[src/rtl/ceespu_branch_predictor_pkg.sv]
// ceespu_branch_predictor_pkg: 2-bit branch counter encodings shared by the predictor
package ceespu_branch_predictor_pkg;
  localparam logic [1:0] STRONG_NT = 2'b00;
  localparam logic [1:0] WEAK_NT   = 2'b01;
  localparam logic [1:0] WEAK_T    = 2'b10;
  localparam logic [1:0] STRONG_T  = 2'b11;
  localparam logic [1:0] INIT_STATE = WEAK_NT;
endpackage

[src/rtl/ceespu_sat_counter2.sv]
// ceespu_sat_counter2: combinational 2-bit saturating increment (taken) / decrement (not taken)
// Ports: i_state current counter, i_taken outcome, o_next updated counter.
module ceespu_sat_counter2
  import ceespu_branch_predictor_pkg::*;
(
  input  logic [1:0] i_state,
  input  logic       i_taken,
  output logic [1:0] o_next
);
  always_comb
    o_next = i_taken ? ((i_state == STRONG_T) ? STRONG_T : i_state + 2'd1)
                     : ((i_state == STRONG_NT) ? STRONG_NT : i_state - 2'd1);
endmodule

[src/rtl/ceespu_branch_predictor.sv]
// ceespu_branch_predictor: table of 2-bit saturating counters with registered lookup and write-first update
// Ports: clk, rst (async, active-high); I_instruction lookup source; branch_address,
// branch_prediction_state, branch_taken, update_table update side; prediction_state, prediction outputs.
module ceespu_branch_predictor
  import ceespu_branch_predictor_pkg::*;
#(
  parameter int TABLE_BITS = 8
) (
  input  logic        clk,
  input  logic        rst,
  input  logic [31:0] I_instruction,
  input  logic [15:0] branch_address,
  input  logic [1:0]  branch_prediction_state,
  input  logic        branch_taken,
  input  logic        update_table,
  output logic [1:0]  prediction_state,
  output logic        prediction
);
  // History is power-up initialised only; rst deliberately leaves it intact.
  logic [1:0] r_table [2**TABLE_BITS] = '{default: INIT_STATE};
  logic [1:0] r_state;
  logic [1:0] w_next;
  logic [TABLE_BITS-1:0] w_rd_idx;
  logic [TABLE_BITS-1:0] w_wr_idx;
  logic w_unused;
  assign w_rd_idx = I_instruction[TABLE_BITS:1];
  assign w_wr_idx = branch_address[TABLE_BITS-1:0];
  assign w_unused = ^{I_instruction[31:TABLE_BITS+1], I_instruction[0], branch_address[15:TABLE_BITS]};
  ceespu_sat_counter2 u_sat (
    .i_state (branch_prediction_state),
    .i_taken (branch_taken),
    .o_next  (w_next)
  );
  always_ff @(posedge clk)
    if (update_table && !rst) r_table[w_wr_idx] <= w_next;
  // Same-cycle update to the looked-up entry forwards the new value.
  always_ff @(posedge clk or posedge rst)
    if (rst) r_state <= INIT_STATE;
    else r_state <= (update_table && w_rd_idx == w_wr_idx) ? w_next : r_table[w_rd_idx];
  assign prediction_state = r_state;
  assign prediction = r_state[1];
endmodule

[config.mk]
export PLATFORM = sky130hd
export DESIGN_NAME = ceespu_branch_predictor
export DESIGN_NICKNAME = d
export VERILOG_FILES = /design/src/rtl/ceespu_branch_predictor_pkg.sv /design/src/rtl/ceespu_sat_counter2.sv /design/src/rtl/ceespu_branch_predictor.sv
export SDC_FILE = /design/constraint.sdc
export NUM_CORES = 1
export LEC_CHECK = 0
export ABC_AREA = 1
export CORE_UTILIZATION = 50
export DETAILED_ROUTE_END_ITERATION = 12
export PLACE_DENSITY = 0.67
export SLEW_MARGIN = 20
export SYNTH_ARGS = -nofsm -noshare
export SYNTH_HDL_FRONTEND = slang
export SYNTH_SLANG_ARGS = --single-unit
[constraint.sdc]
create_clock -name clk -period 1.7 [get_ports clk]
set_clock_uncertainty 0.1 [all_clocks]
set_input_delay 0.425 -clock clk [delete_from_list [all_inputs] [get_ports clk]]
set_output_delay 0.425 -clock clk [all_outputs]
set_load 0.01 [all_outputs]
# Yosys cells after proc, flatten, opt, wreduce, memory -nomap -nowiden
# Memory sizes are Yosys's and may differ from the RTL's.
# Cells that the tools add are included.
[totals]
ff_bits = 2
ram_bits = 512
input_bits = 54
wordCells = 16
mem_count = 1
[mem_list]
columns = ["memory", "words", "word_bits", "rd", "rd_clocked_by_memory_dff", "write_ports", "line_no", "rtl"]
rows = [
  ["r_table", 256, 2, 1, 0, 1, "ceespu_branch_predictor.sv:20", "logic [1:0] r_table [2**TABLE_BITS] = '{default: INIT_STATE};"],
]
[classes]
n_addsub = 2
eq_ne = 2
muxes = 6
reduce_logical = 4
[op_table]
columns = ["operator", "n"]
rows = [
  ["$eq 8x8->1", 1],
  ["$mux 2", 4],
  ["$add 2x1->2 const B", 1],
  ["$eq 2x2->1 const B", 1],
  ["$logic_and 1x1->1", 2],
  ["$logic_not 2->1", 1],
  ["$mux 1", 2],
  ["$sub 2x1->2 const B", 1],
  ["$logic_not 1->1", 1],
]

# Longest topological paths before layout
# Gate-level depths: netlist of run 1.
[logic_depth]
ltp_word = 4
depth_mapped = 16

# Cells and area by module
# From an unflattened synthesis of run 1, not the netlist that was laid out.
[unflattened]
cells_unflattened = 2094
hier_area_um2 = 22320.2
[modules_own_cells]
columns = ["mod", "instances", "cells_each", "area_per_inst_um2", "seq_area_each_um2"]
rows = [
  ["ceespu_branch_predictor", 1, 2088, 22295.1, 15426.0],
  ["ceespu_sat_counter2", 1, 6, 25.0, 0.0],
]

# Least setup slack after synthesis of run 1
# Ideal clock, no wire load.
[synth_path]
kind = "input to register"
start = "input branch_prediction_state[1]"
end = "memory r_table[0][0] (data pin)"
arrival_time_ps = 3317
required_time_ps = 825
setup_slack_ps = -2492
cell_stages = 4
cell_sequence = "nor2_1 nor2_1 nor2_1 inv_1"
[synth_between]
elab_chain_cells = 3
elab_cells_between_ends = 5
[synth_lines]
columns = ["item", "line_no", "rtl"]
rows = [
  ["start: declaration", "ceespu_branch_predictor.sv:13", "input logic [1:0] branch_prediction_state,"],
  ["$eq 2x2->1 / $logic_not 2->1 (equally long branches)", "ceespu_sat_counter2.sv:11, ceespu_sat_counter2.sv:12", ""],
  ["$mux 2, on equally long branches", "ceespu_sat_counter2.sv:11, ceespu_sat_counter2.sv:12", ""],
  ["$mux 2 (*)", "ceespu_sat_counter2.sv:11", "o_next = i_taken ? ((i_state == STRONG_T) ? STRONG_T : i_state + 2'd1)"],
  ["via u_sat.o_next[0]", "ceespu_sat_counter2.sv:8", "output logic [1:0] o_next"],
  ["end: declaration", "ceespu_branch_predictor.sv:20", ""],
]
# The timed path passes the listed nets; every way through them passes the cells marked *.

# Worst setup path after layout of run 1
[layout_path]
start = "register r_state[0], in the netlist prediction_state[0]"
end = "output prediction_state[0]"
[layout_rtl]
columns = ["item", "line_no", "rtl"]
rows = [
  ["start: declaration", "ceespu_branch_predictor.sv:21", "logic [1:0] r_state;"],
  ["start signal: assignment", "ceespu_branch_predictor.sv:39", "else r_state <= (update_table && w_rd_idx == w_wr_idx) ? w_next : r_table[w_rd_idx];"],
  ["end: declaration", "ceespu_branch_predictor.sv:16", "output logic [1:0] prediction_state,"],
]
# No word-level cell between the ends.

==> results_dict.tcl, run 1 <==
set metrics [dict create \
    die_area_mm2 0.04551 \
    syn-cell-area_mm2 0.02233 \
    utilization_pct 60.50 \
    hold_viol_final 0 \
    final_common_cell "nand2_1" \
    ant_nets 0 \
    n_antenna_cell 0 \
    vdd.ir_drop.worst_mv 0.7849 \
    cts_max_level 2 \
    coreArea_mm2 0.04412 \
    synth_edf_count 512 \
    ios 57 \
    worstPathMaxFanout 1 \
    rsz0062_at_grt "yes" \
    yosys_most_used_dff "edfxtp_1" \
    grtUsageTotal_pct 26.38 \
    clk_pin_slew_worst_paths_ps 60 \
    yosysWarnings 0 \
    end_kind "primary output" \
    first_pass_iters 7 \
    ys_ff_latch 514 \
    num-fill-cells 3484 \
    rows 77 \
    synth_top_area_share_pct 68.86 \
    criticalPathCategory "register to primary output" \
    grt_pass1_wl_mm 89.22 \
    yosysSeqAreaShare_pct 69.09 \
    grt_antenna_before_repair 0 \
    async_flop_share_pct 0.3891 \
    yosysUniqueCellTypes 21 \
    critPathBufInv 1 \
    cp.arrival_ps 1260 \
    synth.net_count 2151 \
    fmax_mhz 560.1 \
    violations "setup timing" \
    grt_overflow 0 \
    syn_inst 2097 \
    powerDensity_mw_per_mm2 1069 \
    place.gp.congestion 0.9097 \
    clock_sinks 514 \
    yosys-top-cells-area "edfxtp_1 (69%), nand3_1 (11%), nand2_1 (10%)" \
    p_leak_nw 9.571 \
    port_buffers 24 \
    dp_hpwl_mm 36.96 \
    synth.avg_cell_area_um2 10.65 \
    worst_pin_slew_ps 316.2 \
    period_needed_ps 1785 \
    cap_violations 0 \
    syn2layout_area_growth_pct 19.56 \
    dpl_cell_area_mm2 0.02452 \
    cts-root-buf "clkbuf_16" \
    drc 0 \
    path_cells "buf_6" \
    grt_pass1_vias 15910 \
    setup_ws_ps -85.24 \
    cts.path.max_buffers 3 \
    final_cell_mix "nand2_1 (597), edfxtp_1 (512), nand3_1 (483)" \
    viasPerCell 5.715 \
    max_stage_delay_ps 560 \
    slew_violations 0 \
    status "finished with violations" \
    start_util_pct 50.60 \
    synth_top_cell_by_area "edfxtp_1" \
    required_ps 1170 \
    wl_per_cell_um 21.07 \
    nets 2252 \
    die_height_um 213.3 \
    dr_total_vias 16190 \
    drt_iter0_drc 1632 \
    final_cell_area_mm2 0.02670 \
    drive_above_1_share_pct 13.75 \
    drt_wl_total_mm 59.66 \
    clkLatencyLatePin_ps 600 \
    setup_viol 17 \
    tritoncts.num_buffers 53 \
    relSlewSlack_pct 78.92 \
    crit_family "flip-flops" \
    grt_max_degree 54 \
    cp-start-kind "register" \
    hold_path_class "input pin to asynchronous set/reset pin" \
    fin_crit_sh_pct 105.0 \
    cts_tree "done" \
    crit_path_top_delay_cell "dfstp_2" \
    die_x_um 213.3 \
]
==> cell type report <==
class,count,area [µm²],area share (%)
timing repair buffer,191,2444,9.154
sequential,514,15430,57.78
multi-input combinational,1391,6037,22.61
clock inverter,33,441.7,1.654
clock buffer,64,1389,5.202
tap,592,740.7,2.775
inverter,47,217.7,0.8155
==> sequential cells by signal, indices dropped and copies added (netlist names) <==
| signal | cells |
|---|---|
| prediction_state | 2 |
| r_table | 512 |
==> Yosys cell counts (2+ instances only) <==
| master | n |
|---|---|
| nand2_1 | 597 |
| edfxtp_1 | 512 |
| nand3_1 | 494 |
| nor2_1 | 290 |
| buf_2 | 58 |
| clkbuf_1 | 43 |
| inv_1 | 43 |
| buf_6 | 24 |
| buf_1 | 9 |
| buf_4 | 9 |
| nand4_1 | 4 |
| xor2_1 | 3 |
| buf_8 | 2 |
| clkinv_1 | 2 |
==> logic make-up after synthesis <==
group	Yosys count	synth area share, %
AND/OR/NAND/NOR	1387	26.15
flip-flops	514	69.09
buffers and inverters	192	4.623
XOR/XNOR	3	0.1177
AO/OA/AOI/OAI	1	0.02239
==> report_power, final <==
part / leakage, nW / switching, mW / internal (mW)
combinational: 3.98 / 1.47 / 0.800
clock: 0.886 / 4.74 / 7.46
sequential: 4.70 / 0.0113 / 14.1
==> routing by layer <==
layer	global-route usage, %	routed length, µm
met5	0	0
met4	12.56	2376
met3	5.707	5474
met2	43.53	29210
met1	33.19	22600
==> timing repair <==
action / 4_1_cts / 5_1_grt
resized for setup: 24 / 70
endpoints found under the setup margin: 246 / 229
hold buffers: 0 / 0
cloned: 0 / 4
pin swaps: 0 / 3
buffers inserted: 0 / 0
==> worst paths after layout <==
kind	start	to	slack, ps	cells after the start
setup / recovery	prediction_state[0]	prediction_state[0]	-90	1
hold / removal	rst	prediction_state[1]	110	3
setup reg to reg	r_table[109][1]	prediction_state[1]	80	12
hold reg to reg	r_table[14][0]	prediction_state[0]	990	12
max in group asynchronous	rst	prediction_state[0]	1190	3
min in group clk	update_table	prediction_state[0]	520	4
==> stage by stage <==
step	total power, mW	hold WS, ps	instances	TNS (ps)	worst slack [ps]
after floorplan	15.57	65.46	2097	-820590	-1609
after global placement	16.49	709.6	2731	-521630	-754.2
after detailed placement	16.52	699.4	2731	-527470	-756.0
after CTS	28.55	90.58	2828	-137.8	-100.7
after global routing	29.29	103.2	2832	-214.9	-118.1
final	28.55	113.6	2832	-279.0	-85.24
==> worst register-to-register path: cells and delay by family (launching register included) <==
kind / cells / cell delay [ps]
and+or+nand+nor: 12 / 1040
DFF: 1 / 380
Note: power is estimated with default switching activity, not from simulation.
==> run 2, diff against run 1 <==
--- a/config.mk
+++ b/config.mk
@@ -5,11 +5,10 @@
 export SDC_FILE = /design/constraint.sdc
 export NUM_CORES = 1
 export LEC_CHECK = 0
-export ABC_AREA = 1
 export CORE_UTILIZATION = 50
 export DETAILED_ROUTE_END_ITERATION = 12
 export PLACE_DENSITY = 0.67
-export SLEW_MARGIN = 20
+export SLEW_MARGIN = 30
 export SYNTH_ARGS = -nofsm -noshare
 export SYNTH_HDL_FRONTEND = slang
 export SYNTH_SLANG_ARGS = --single-unit
==> run 2 against run 1 <==
Effect of this change:
- routed wire length is 11% lower
- die area is 3.9% lower
- register-to-register slack worse by 480 ps
- global-route usage is 1.5 points lower
- synthesized cell count is 39% lower
- critical path depth is 7 higher
- total power is 4.4% lower
- largest power group unchanged
- area after synthesis is 3.9% lower
- count of clock-buffer cells in the layout is 4 lower
- the flow still finishes with violations (setup timing)
- sequential share of layout area is 0.65 points lower
- combinational power is 8% lower
- final cell count is 27% lower
==> results_dict.tcl, run 2 <==
set metrics [dict create \
    die_area_mm2 0.04374 \
    synth_common_cells "edfxtp_1 (512), nor2_1 (268), mux4_2 (94), mux2i_1 (73), clkbuf_1 (55)" \
    syn_inst 1282 \
    cp-start-kind "register" \
    worst_pin_slew_ps 503.2 \
    yosys-top-cells-area "edfxtp_1 (72%), mux4_2 (9.9%), nor2_1 (4.7%)" \
    synth.net_count 1336 \
    fin_crit_sh_pct 123.6 \
    setup_ws_ps -401.0 \
    dr_total_vias 12530 \
    synth.avg_cell_area_um2 16.74 \
    seqCellArea_mm2 0.01543 \
    ant_nets 0 \
    cts.path.max_buffers 3 \
    grt_pass1_vias 12850 \
    cp.arrival_ps 2530 \
    criticalPathCategory "register to register" \
    fin_cells 2069 \
    cts_max_level 2 \
    grt_antenna_before_repair 1 \
    hold_depth 6 \
    dpl.cell_count 1964 \
    period_needed_ps 2101 \
    rsz0062_at_grt "yes" \
    die_x_um 209.1 \
    hold_path_class "input pin to register" \
    drc 0 \
    slew_violations 0 \
    cap_violations 0 \
    synth_most_common_cell "edfxtp_1" \
    place.gp.congestion 0.8566 \
    final_cell_mix "edfxtp_1 (512), buf_4 (165), nor2_2 (105)" \
    violations "setup timing" \
    clock_sinks 514 \
    status "finished with violations" \
    clkLatencyLatePin_ps 610 \
    fmax_mhz 476.0 \
    grt_pass1_wl_mm 78.80 \
    port_buffers 24 \
    cts_tree "done" \
    yosysUniqueCellTypes 48 \
    start_util_pct 50.92 \
    yosysSeqAreaShare_pct 71.90 \
    drt_wl_total_mm 53.17 \
    ys_ff_latch 514 \
    nets 1547 \
    grtUsageTotal_pct 24.91 \
    dp_hpwl_mm 35.17 \
    tritoncts.num_buffers 51 \
    coreArea_mm2 0.04213 \
    async_flop_share_pct 0.3891 \
    drt_iter0_drc 1216 \
    hold_viol_final 0 \
    wl_per_cell_um 25.70 \
    synth_edf_count 512 \
    die_height_um 209.1 \
    first_pass_iters 5 \
    drive_above_1_share_pct 41.70 \
    rows 75 \
    vdd.ir_drop.worst_mv 0.6286 \
    power_mw 27.29 \
    end_kind "register" \
    final_common_cell "edfxtp_1" \
    ios 57 \
    utilization_pct 64.08 \
    clk_pin_slew_worst_paths_ps 70 \
    reg2reg_depth 8 \
    synth_top_area_share_pct 71.66 \
    syn2layout_area_growth_pct 25.85 \
    largest_reg_flops 512 \
    grt_max_degree 80 \
    p_leak_nw 8.746 \
    cts-root-buf "clkbuf_16" \
    yosysWarnings 0 \
    viasPerCell 6.054 \
    worstPathMaxFanout 1 \
    relSlewSlack_pct 66.33 \
    required_ps 2130 \
    num-fill-cells 2898 \
    yosys_most_used_dff "edfxtp_1" \
    multi_input_area_mm2 0.006513 \
    pre_cts_ws_ps -1159 \
    synth_top_cell_by_area "edfxtp_1" \
    syn-cell-area_mm2 0.02145 \
    largest-register "r_table" \
    n_antenna_cell 0 \
    powerDensity_mw_per_mm2 1011 \
    rrSetupSlack_ps -400 \
    setup_viol 5 \
    grt_overflow 0 \
]
-- run 2: cell count changes in the layout (fill, tap and decap cells not counted), moves of 34 or more --
cell / delta
nand2_1: -572
buf_4: +73
mux2i_1: +69
mux4_2: +101
nor2_2: +67
inv_1: -34
nor2_4: +60
nand3_1: -460
nor2_1: -149
-- run 2: metrics by stage --
step	hold slack [ps]	cell area, µm²	setup TNS, ps
floorplan	65.46	22830	-488590
global placement	671.4	24970	-527250
detailed placement	674.9	24970	-537690
CTS	443.4	26820	-945.8
global route	471.4	27000	-1196
finish	454.8	27000	-900.0
-- run 2: routing by layer --
layer	track usage, %	vias up	share of wire (%)	wire length, µm
met2	39.54	519	49	26080
met5	0	-	0.024	13
met1	34.98	6473	41	21540
met4	8.849	2	2.6	1364
met3	4.388	100	7.8	4168
li1	-	5432	-	-
-- run 2: path summary, 6_finish.rpt --
path	to	start
worst max-delay path	prediction_state[0]	r_table[90][0]
worst min-delay path	prediction_state[0]	branch_address[1]
worst max register to register	prediction_state[0]	r_table[90][0]
worst min register to register	prediction_state[1]	r_table[76][1]
max in group asynchronous	prediction_state[0]	rst
min in group asynchronous	prediction_state[1]	rst
-- run 2: report_power, final --
| group | total, mW | internal, mW | switching [mW] | leakage (nW) |
|---|---|---|---|---|
| registers | 14.1 | 14.1 | 0.0148 | 4.66 |
| logic | 2.09 | 0.912 | 1.18 | 3.28 |
| clock network | 11.1 | 6.42 | 4.71 | 0.803 |
| total | 27.3 | 21.4 | 5.90 | 8.75 |
-- run 2: critical path, cell delays in order (launching register included) --
cell and delay, ps:
edfxtp_1 380, mux4_2 510, mux2i_4 210, buf_6 130, o32ai_1 80, nor4_2 230
nand3_1 200, nand3_1 130, o211ai_1 90
-- run 2: final cells by class --
type,instances,area share [%]
clock buffers,60,5.009
clock inverters,30,1.043
inverters,5,0.08341
multi-input cells,666,24.12
flip-flops and latches,514,57.13
well taps,539,2.498
repair buffers,255,10.12
-- run 2: repair_timing --
item	4_1_cts	5_1_grt
gates cloned	1	1
pin swaps	8	3
hold endpoints to repair	2	0
gates resized for setup	50	47
setup buffers	9	3
hold buffers	1	0
endpoints found under the setup margin	231	125
-- run 2: logic make-up (layout without fill, tap and decap cells) --
| group | count (synthesis) | count (layout) | synth area share (%) |
|---|---|---|---|
| AND/OR/NAND/NOR | 396 | 396 | 7.861 |
| XOR/XNOR | 8 | 8 | 0.3266 |
| buffers and inverters | 102 | 350 | 2.543 |
| adder cells (fa/ha/maj) | 1 | 1 | 0.04666 |
| AO/OA/AOI/OAI | 80 | 80 | 2.683 |
| flip-flops | 514 | 514 | 71.90 |
| multiplexers | 181 | 181 | 14.64 |
